## config.mk

```make
export PLATFORM = sky130hd
export DESIGN_NAME = alu_result_display_flat
export DESIGN_NICKNAME = d
export VERILOG_FILES = /design/src/rtl/alu_result_display_pkg.sv /design/src/rtl/alu_result_display_if.sv /design/src/rtl/alu_result_display_hex_to_7seg.sv /design/src/rtl/alu_result_display.sv /design/src/flat_wrapper.sv
export SDC_FILE = /design/constraint.sdc
export NUM_CORES = 1
export LEC_CHECK = 0
export CAP_MARGIN = 20
export CORE_UTILIZATION = 58
export DETAILED_ROUTE_END_ITERATION = 6
export PLACE_DENSITY = 0.76
export SLEW_MARGIN = 10
export SYNTH_ARGS = -nofsm -noshare
export SYNTH_HDL_FRONTEND = slang
export SYNTH_SLANG_ARGS = --single-unit
```

## constraint.sdc

```tcl
create_clock -name clk -period 2.55 [get_ports clk]
set_input_delay 0.6375 -clock clk [delete_from_list [all_inputs] [get_ports clk]]
set_output_delay 0.6375 -clock clk [all_outputs]
set_load 0.005 [all_outputs]
```

## src/rtl/alu_result_display_pkg.sv

```systemverilog
// Shared types and constants for the ALU result display: FSM states,
// special segment patterns and the hex digit font.
package alu_display_pkg;

    typedef enum logic [2:0] {
        ST_IDLE,
        ST_SIGN,
        ST_GAP_S,
        ST_HI,
        ST_GAP_HI,
        ST_LO,
        ST_GAP_LO
    } state_e;

    localparam logic [7:0] SEG_MINUS = 8'h40;
    localparam logic [7:0] SEG_BLANK = 8'h00;
    localparam logic [7:0] DP_BIT    = 8'h80;

    // Segment order {g,f,e,d,c,b,a}; entry 15 first.
    localparam logic [15:0][6:0] FONT = {
        7'h71, 7'h79, 7'h5E, 7'h39, 7'h7C, 7'h77, 7'h6F, 7'h7F,
        7'h07, 7'h7D, 7'h6D, 7'h66, 7'h4F, 7'h5B, 7'h06, 7'h3F
    };

    function automatic logic [7:0] magnitude(input logic [7:0] v, input logic neg);
        magnitude = neg ? (~v + 8'd1) : v;
    endfunction

endpackage

```

## src/rtl/alu_result_display_if.sv

```systemverilog
// Bus between the ALU stage and the display block: capture request in,
// segment drive and busy status out.
interface alu_result_display_if;
    logic       ena;
    logic [7:0] result_in;
    logic       result_valid;
    logic       signed_in;
    logic [7:0] seg_out;
    logic       busy;

    modport master (
        output ena, result_in, result_valid, signed_in,
        input  seg_out, busy
    );

    modport slave (
        input  ena, result_in, result_valid, signed_in,
        output seg_out, busy
    );
endinterface

```

## src/rtl/alu_result_display_hex_to_7seg.sv

```systemverilog
// Combinational hex nibble to 7-segment decoder (a = bit 0).
module hex_to_7seg
    import alu_display_pkg::*;
(
    input  logic [3:0] nibble_i,
    output logic [6:0] seg_o
);
    assign seg_o = FONT[nibble_i];
endmodule

```

## src/rtl/alu_result_display.sv

```systemverilog
// Captures an ALU result and cycles it on one 7-segment digit as
// [minus] high-nibble low-nibble.dp, each digit followed by a blank gap.
module alu_result_display #(
    parameter int DWELL_CYCLES = 1000000,
    parameter int GAP_CYCLES   = 250000
) (
    input logic                 clk,
    input logic                 rst_n,
    alu_result_display_if.slave bus
);
    import alu_display_pkg::*;

    localparam int MAX_CYCLES = (DWELL_CYCLES > GAP_CYCLES) ? DWELL_CYCLES : GAP_CYCLES;
    localparam int CNT_W      = $clog2(MAX_CYCLES + 1);
    localparam logic [CNT_W-1:0] DWELL_LAST = CNT_W'(DWELL_CYCLES - 1);
    localparam logic [CNT_W-1:0] GAP_LAST   = CNT_W'(GAP_CYCLES - 1);

    state_e           state_q, state_d;
    logic [CNT_W-1:0] cnt_q, cnt_d;
    logic [7:0]       mag_q, mag_d;
    logic             neg_q, neg_d;
    logic [7:0]       seg_q, seg_d;
    logic             busy_q, busy_d;

    logic             capture, cap_neg, lit, last;
    logic [3:0]       nibble;
    logic [6:0]       font_seg;

    assign capture = bus.ena & bus.result_valid;
    assign cap_neg = bus.signed_in & bus.result_in[7];

    // ena low freezes every register, so a strobe during the freeze is lost.
    always_ff @(posedge clk or negedge rst_n) begin
        if (!rst_n) begin
            state_q <= ST_IDLE;
            cnt_q   <= '0;
            mag_q   <= '0;
            neg_q   <= 1'b0;
            seg_q   <= SEG_BLANK;
            busy_q  <= 1'b0;
        end else if (bus.ena) begin
            state_q <= state_d;
            cnt_q   <= cnt_d;
            mag_q   <= mag_d;
            neg_q   <= neg_d;
            seg_q   <= seg_d;
            busy_q  <= busy_d;
        end
    end

    always_comb begin
        state_d = state_q;
        cnt_d   = cnt_q;
        mag_d   = mag_q;
        neg_d   = neg_q;
        lit     = (state_q == ST_SIGN) || (state_q == ST_HI) || (state_q == ST_LO);
        last    = (cnt_q == (lit ? DWELL_LAST : GAP_LAST));
        if (capture) begin
            neg_d   = cap_neg;
            mag_d   = magnitude(bus.result_in, cap_neg);
            state_d = cap_neg ? ST_SIGN : ST_HI;
            cnt_d   = '0;
        end else if (state_q != ST_IDLE) begin
            if (last) begin
                cnt_d = '0;
                unique case (state_q)
                    ST_SIGN:   state_d = ST_GAP_S;
                    ST_GAP_S:  state_d = ST_HI;
                    ST_HI:     state_d = ST_GAP_HI;
                    ST_GAP_HI: state_d = ST_LO;
                    ST_LO:     state_d = ST_GAP_LO;
                    ST_GAP_LO: state_d = neg_q ? ST_SIGN : ST_HI;
                    default:   state_d = ST_IDLE;
                endcase
            end else begin
                cnt_d = cnt_q + CNT_W'(1);
            end
        end
    end

    assign nibble = (state_q == ST_LO) ? mag_q[3:0] : mag_q[7:4];

    hex_to_7seg u_font (
        .nibble_i (nibble),
        .seg_o    (font_seg)
    );

    // Segments follow the registered state, giving the one-cycle capture latency.
    always_comb begin
        seg_d = SEG_BLANK;
        unique case (state_q)
            ST_SIGN: seg_d = SEG_MINUS;
            ST_HI:   seg_d = {1'b0, font_seg};
            ST_LO:   seg_d = {1'b0, font_seg} | DP_BIT;
            default: seg_d = SEG_BLANK;
        endcase
        busy_d = (state_d != ST_IDLE);
    end

    assign bus.seg_out = seg_q;
    assign bus.busy    = busy_q;

endmodule

```

## src/flat_wrapper.sv

```systemverilog
// flat-port wrapper written by rule: the top's interface ports become plain ports
module alu_result_display_flat import alu_display_pkg::*;
#(
    parameter int DWELL_CYCLES = 1000000,
    parameter int GAP_CYCLES   = 250000
)
  (clk, rst_n, bus_ena, bus_result_in, bus_result_valid, bus_signed_in, bus_seg_out, bus_busy);
  alu_result_display_if bus_i ();
  input logic clk;
  input logic rst_n;
  input wire logic [$bits(bus_i.ena)-1:0] bus_ena;
  input wire logic [$bits(bus_i.result_in)-1:0] bus_result_in;
  input wire logic [$bits(bus_i.result_valid)-1:0] bus_result_valid;
  input wire logic [$bits(bus_i.signed_in)-1:0] bus_signed_in;
  output wire logic [$bits(bus_i.seg_out)-1:0] bus_seg_out;
  output wire logic [$bits(bus_i.busy)-1:0] bus_busy;
  assign bus_i.ena = bus_ena;
  assign bus_i.result_in = bus_result_in;
  assign bus_i.result_valid = bus_result_valid;
  assign bus_i.signed_in = bus_signed_in;
  assign bus_seg_out = bus_i.seg_out;
  assign bus_busy = bus_i.busy;
  alu_result_display #(.DWELL_CYCLES(DWELL_CYCLES), .GAP_CYCLES(GAP_CYCLES)) u_core (.clk(clk), .rst_n(rst_n), .bus(bus_i));
endmodule
```

==> out/metrics.yaml, run 1 <==
layout.cells.most_common: "dfrtp_1"
syn-cell-area_um2: 2541
worstSetupPathType: "reg -> reg"
vdd_ir_drop_max_mv: 0.4024
wl_met2_mm: 2.307
place_area_um2: 2818
setup_viol: 0
die_w_um: 68.19
synthesis.nets: 292
crit_path_cell_trace: "or4b_1 > a211o_1 > a211oi_1 > mux2_1 > a211o_1"
cts_resized: 0
synth_cells: 271
slowest_stage: "or4b_1"
async_reset_ff_share_pct: 100.0
cts_made_buffers: 5
overflow: 0
wl_per_cell_um: 14.56
grt_usage_pct: 26.06
clock_latency_ps: 290
maxCapViolCount: 0
tns_ps: 0
design_area_um2: 2952
area_delta_synth_final_pct: 16.15
post_cts_buffers: 0
rows: 23
cts_tree: "done"
drive_gt1_share_pct: 11.88
placed_cells: 345
grt_start_max_net_pins: 42
htreeDepth: 2
wl_mm: 5.139
mostFrequentLayoutCells: "dfrtp_1 (41), nand2_1 (30), nor2_1 (28)"
core-area_um2: 4115
r2r_end: "u_core.bus.busy$_DFFE_PN0P_"
first_global_vias: 2014
ys_ff_latch: 41
dr_total_vias: 2061
power.leakage_nw: 1.295
yosys_warnings: 0
dr_wl_met3_um: 197
max_freq_mhz: 426.0
synth.distinct_cells: 58
worstSetupStartpointType: "register"
wl_met1_mm: 2.573
boundaryPins: 22
drt_first_pass_iters: 4
worstPathMaxFanout: 7
post-route-period-util_pct: 92.06
period_minus_slack_ps: 2348
preCtsSetupSlack_ps: 227.0
cpPeakStageDelay_ps: 550
clock-sinks: 41
cts_hold_buf: 0
fill_cells: 325
grt_pass1_wl_mm: 8.956
final_nets: 323
cts-root-buf: "clkbuf_8"
via_per_inst: 5.839
cp-endpoint: "u_core.bus.busy$_DFFE_PN0P_"
start_util_pct: 61.75
drt_iter0_drc: 125
yosysSeqAreaShare_pct: 40.37
critPathArrivalTime_ps: 2530
ant_nets: 0
cpMostUsedCell: "a211o_1"
tightest_slew_ps: 915.7
synth_edf_count: 0
port_buffers: 21
slew_headroom_pct: 38.96
clock_skew_ps: 7.978
hpwl_mm: 3.729
report.final.slew_viol_count: 0
cp-end-kind: "register"
r2r_start: "u_core.cnt_q[4]$_DFFE_PN0P_"
top_layer: "met4"
cp.required_ps: 2730
drcViolationCount: 0
hold_path_class: "in -> async"
diodes: 0
reg2reg_slack_ps: 200
die_y_um: 68.19
die_area_um2: 4650
final.setup.worst_slack_ps: 202.4
status: "completed"
ys.flop_type: "dfrtp_1"
hold_viol_final: 0
clockBufferDepth: 2
rsz0062_at_grt: "false"
finalNonFillerCells: 353
path_clk_slew_ps: 80
antenna_found_initial: 0
cp-startpoint: "u_core.cnt_q[4]$_DFFE_PN0P_"
power.density_nw_per_um2: 574.0
place.gp.congestion: 0.7870
avgSynthCellArea_um2: 9.377
ff2ff_path_depth: 5
-- sequential cells by signal (all words and copies together), names as in the netlist --
register	flops
u_core.bus.busy	1
u_core.bus.seg_out	8
u_core.cnt_q	20
u_core.mag_q	8
u_core.neg_q	1
u_core.state_q	3
-- logic make-up after synthesis --
kind of cell / share of synthesized area (%)
and+or+nand+nor: 22.80
AOI/OAI and AO/OA: 15.66
DFF: 40.37
buffers and inverters: 5.416
xor gates and xnor gates: 7.238
muxes: 4.579
adders and majority gates: 3.939
-- routing by layer --
| layer | GRT usage [%] | up-vias |
|---|---|---|
| li1 | - | 1034 |
| met1 | 35.82 | 969 |
| met2 | 40.56 | 52 |
| met3 | 5.667 | 6 |
| met4 | 8.333 | 0 |
| met5 | 0 | - |
-- worst min-delay path by stage --
stage / from / to / slack (ps) / cells past startpoint
after detailed placement: u_core.mag_q[4]$_DFFE_PN0P_ / u_core.mag_q[4]$_DFFE_PN0P_ / 470 / 2
after global routing: u_core.bus.seg_out[5]$_DFFE_PN0P_ / u_core.bus.seg_out[5]$_DFFE_PN0P_ / 520 / 1
after global placement: u_core.mag_q[4]$_DFFE_PN0P_ / u_core.mag_q[4]$_DFFE_PN0P_ / 470 / 2
after CTS: u_core.mag_q[4]$_DFFE_PN0P_ / u_core.mag_q[4]$_DFFE_PN0P_ / 490 / 2
final: rst_n / u_core.cnt_q[14]$_DFFE_PN0P_ / 470 / 1
after floorplan: rst_n / u_core.bus.busy$_DFFE_PN0P_ / 340 / 0
-- metrics by stage --
step / total power, W / hold slack, ps / util (%)
2_1_floorplan: 0.0009422 / 341.9 / -
3_3_place_gp: 0.001075 / 465.3 / 68.47
3_5_place_dp: 0.001085 / 470.0 / 68.47
4_1_cts: 0.001706 / 490.5 / 71.72
5_1_grt: 0.001784 / 518.3 / 71.72
6_report: 0.001694 / 468.3 / 71.72
-- report_power, final --
group	internal, W	total, W	switching, W
registers	0.000706	0.000747	0.0000409
logic	0.000167	0.000328	0.000162
clock network	0.000389	0.000619	0.000230
-- final cells by class --
class,instances,area (um^2),share of cell area [%]
Clock inverter,3,65.06,2.204
Timing Repair Buffer,34,302.8,10.26
Multi-Input combinational cell,207,1378,46.67
Sequential cell,41,1026,34.76
Tap cell,50,62.56,2.120
Inverter,13,48.80,1.653
Clock buffer,5,68.82,2.331
-- cell usage after synthesis, drive strengths merged (4+ instances only) --
| cell type | number | area [um^2] |
|---|---|---|
| a21oi | 6 | 41.29 |
| a31oi | 4 | 25.02 |
| buf | 5 | 50.04 |
| clkbuf | 5 | 38.79 |
| dfrtp | 41 | 1026 |
| ha | 8 | 100.1 |
| inv | 12 | 45.04 |
| mux2i | 6 | 60.06 |
| nand2 | 30 | 112.6 |
| nand2b | 4 | 25.02 |
| nand3 | 15 | 75.07 |
| nand4 | 8 | 50.05 |
| nor2 | 28 | 105.1 |
| nor3 | 6 | 30.03 |
| o21ai | 19 | 95.09 |
| o2bb2ai | 4 | 35.03 |
| xnor2 | 5 | 43.79 |
| xor2 | 16 | 140.1 |
-- worst max-delay path: cells and delay by family (launching register included) --
kind	cells	cell delay, ps
compound gates	3	870
mux	1	380
flops	1	450
simple gates	1	550
(Power assumes the default switching activity.)
==> inputs of run 2 (changes only) <==
--- a/config.mk
+++ b/config.mk
@@ -5,7 +5,6 @@
 export SDC_FILE = /design/constraint.sdc
 export NUM_CORES = 1
 export LEC_CHECK = 0
-export CAP_MARGIN = 20
 export CORE_UTILIZATION = 58
 export DETAILED_ROUTE_END_ITERATION = 6
 export PLACE_DENSITY = 0.76
==> results of run 2 <==
The final DEF is identical to that of run 1; final timing and power are the same.
==> inputs of run 3 (changes only) <==
--- a/config.mk
+++ b/config.mk
@@ -6,6 +6,7 @@
 export NUM_CORES = 1
 export LEC_CHECK = 0
 export CORE_UTILIZATION = 58
+export CTS_CLUSTER_SIZE = 20
 export DETAILED_ROUTE_END_ITERATION = 6
 export PLACE_DENSITY = 0.76
 export SLEW_MARGIN = 10
==> results of run 3 <==
The final DEF is identical to that of run 1; final timing and power are the same.
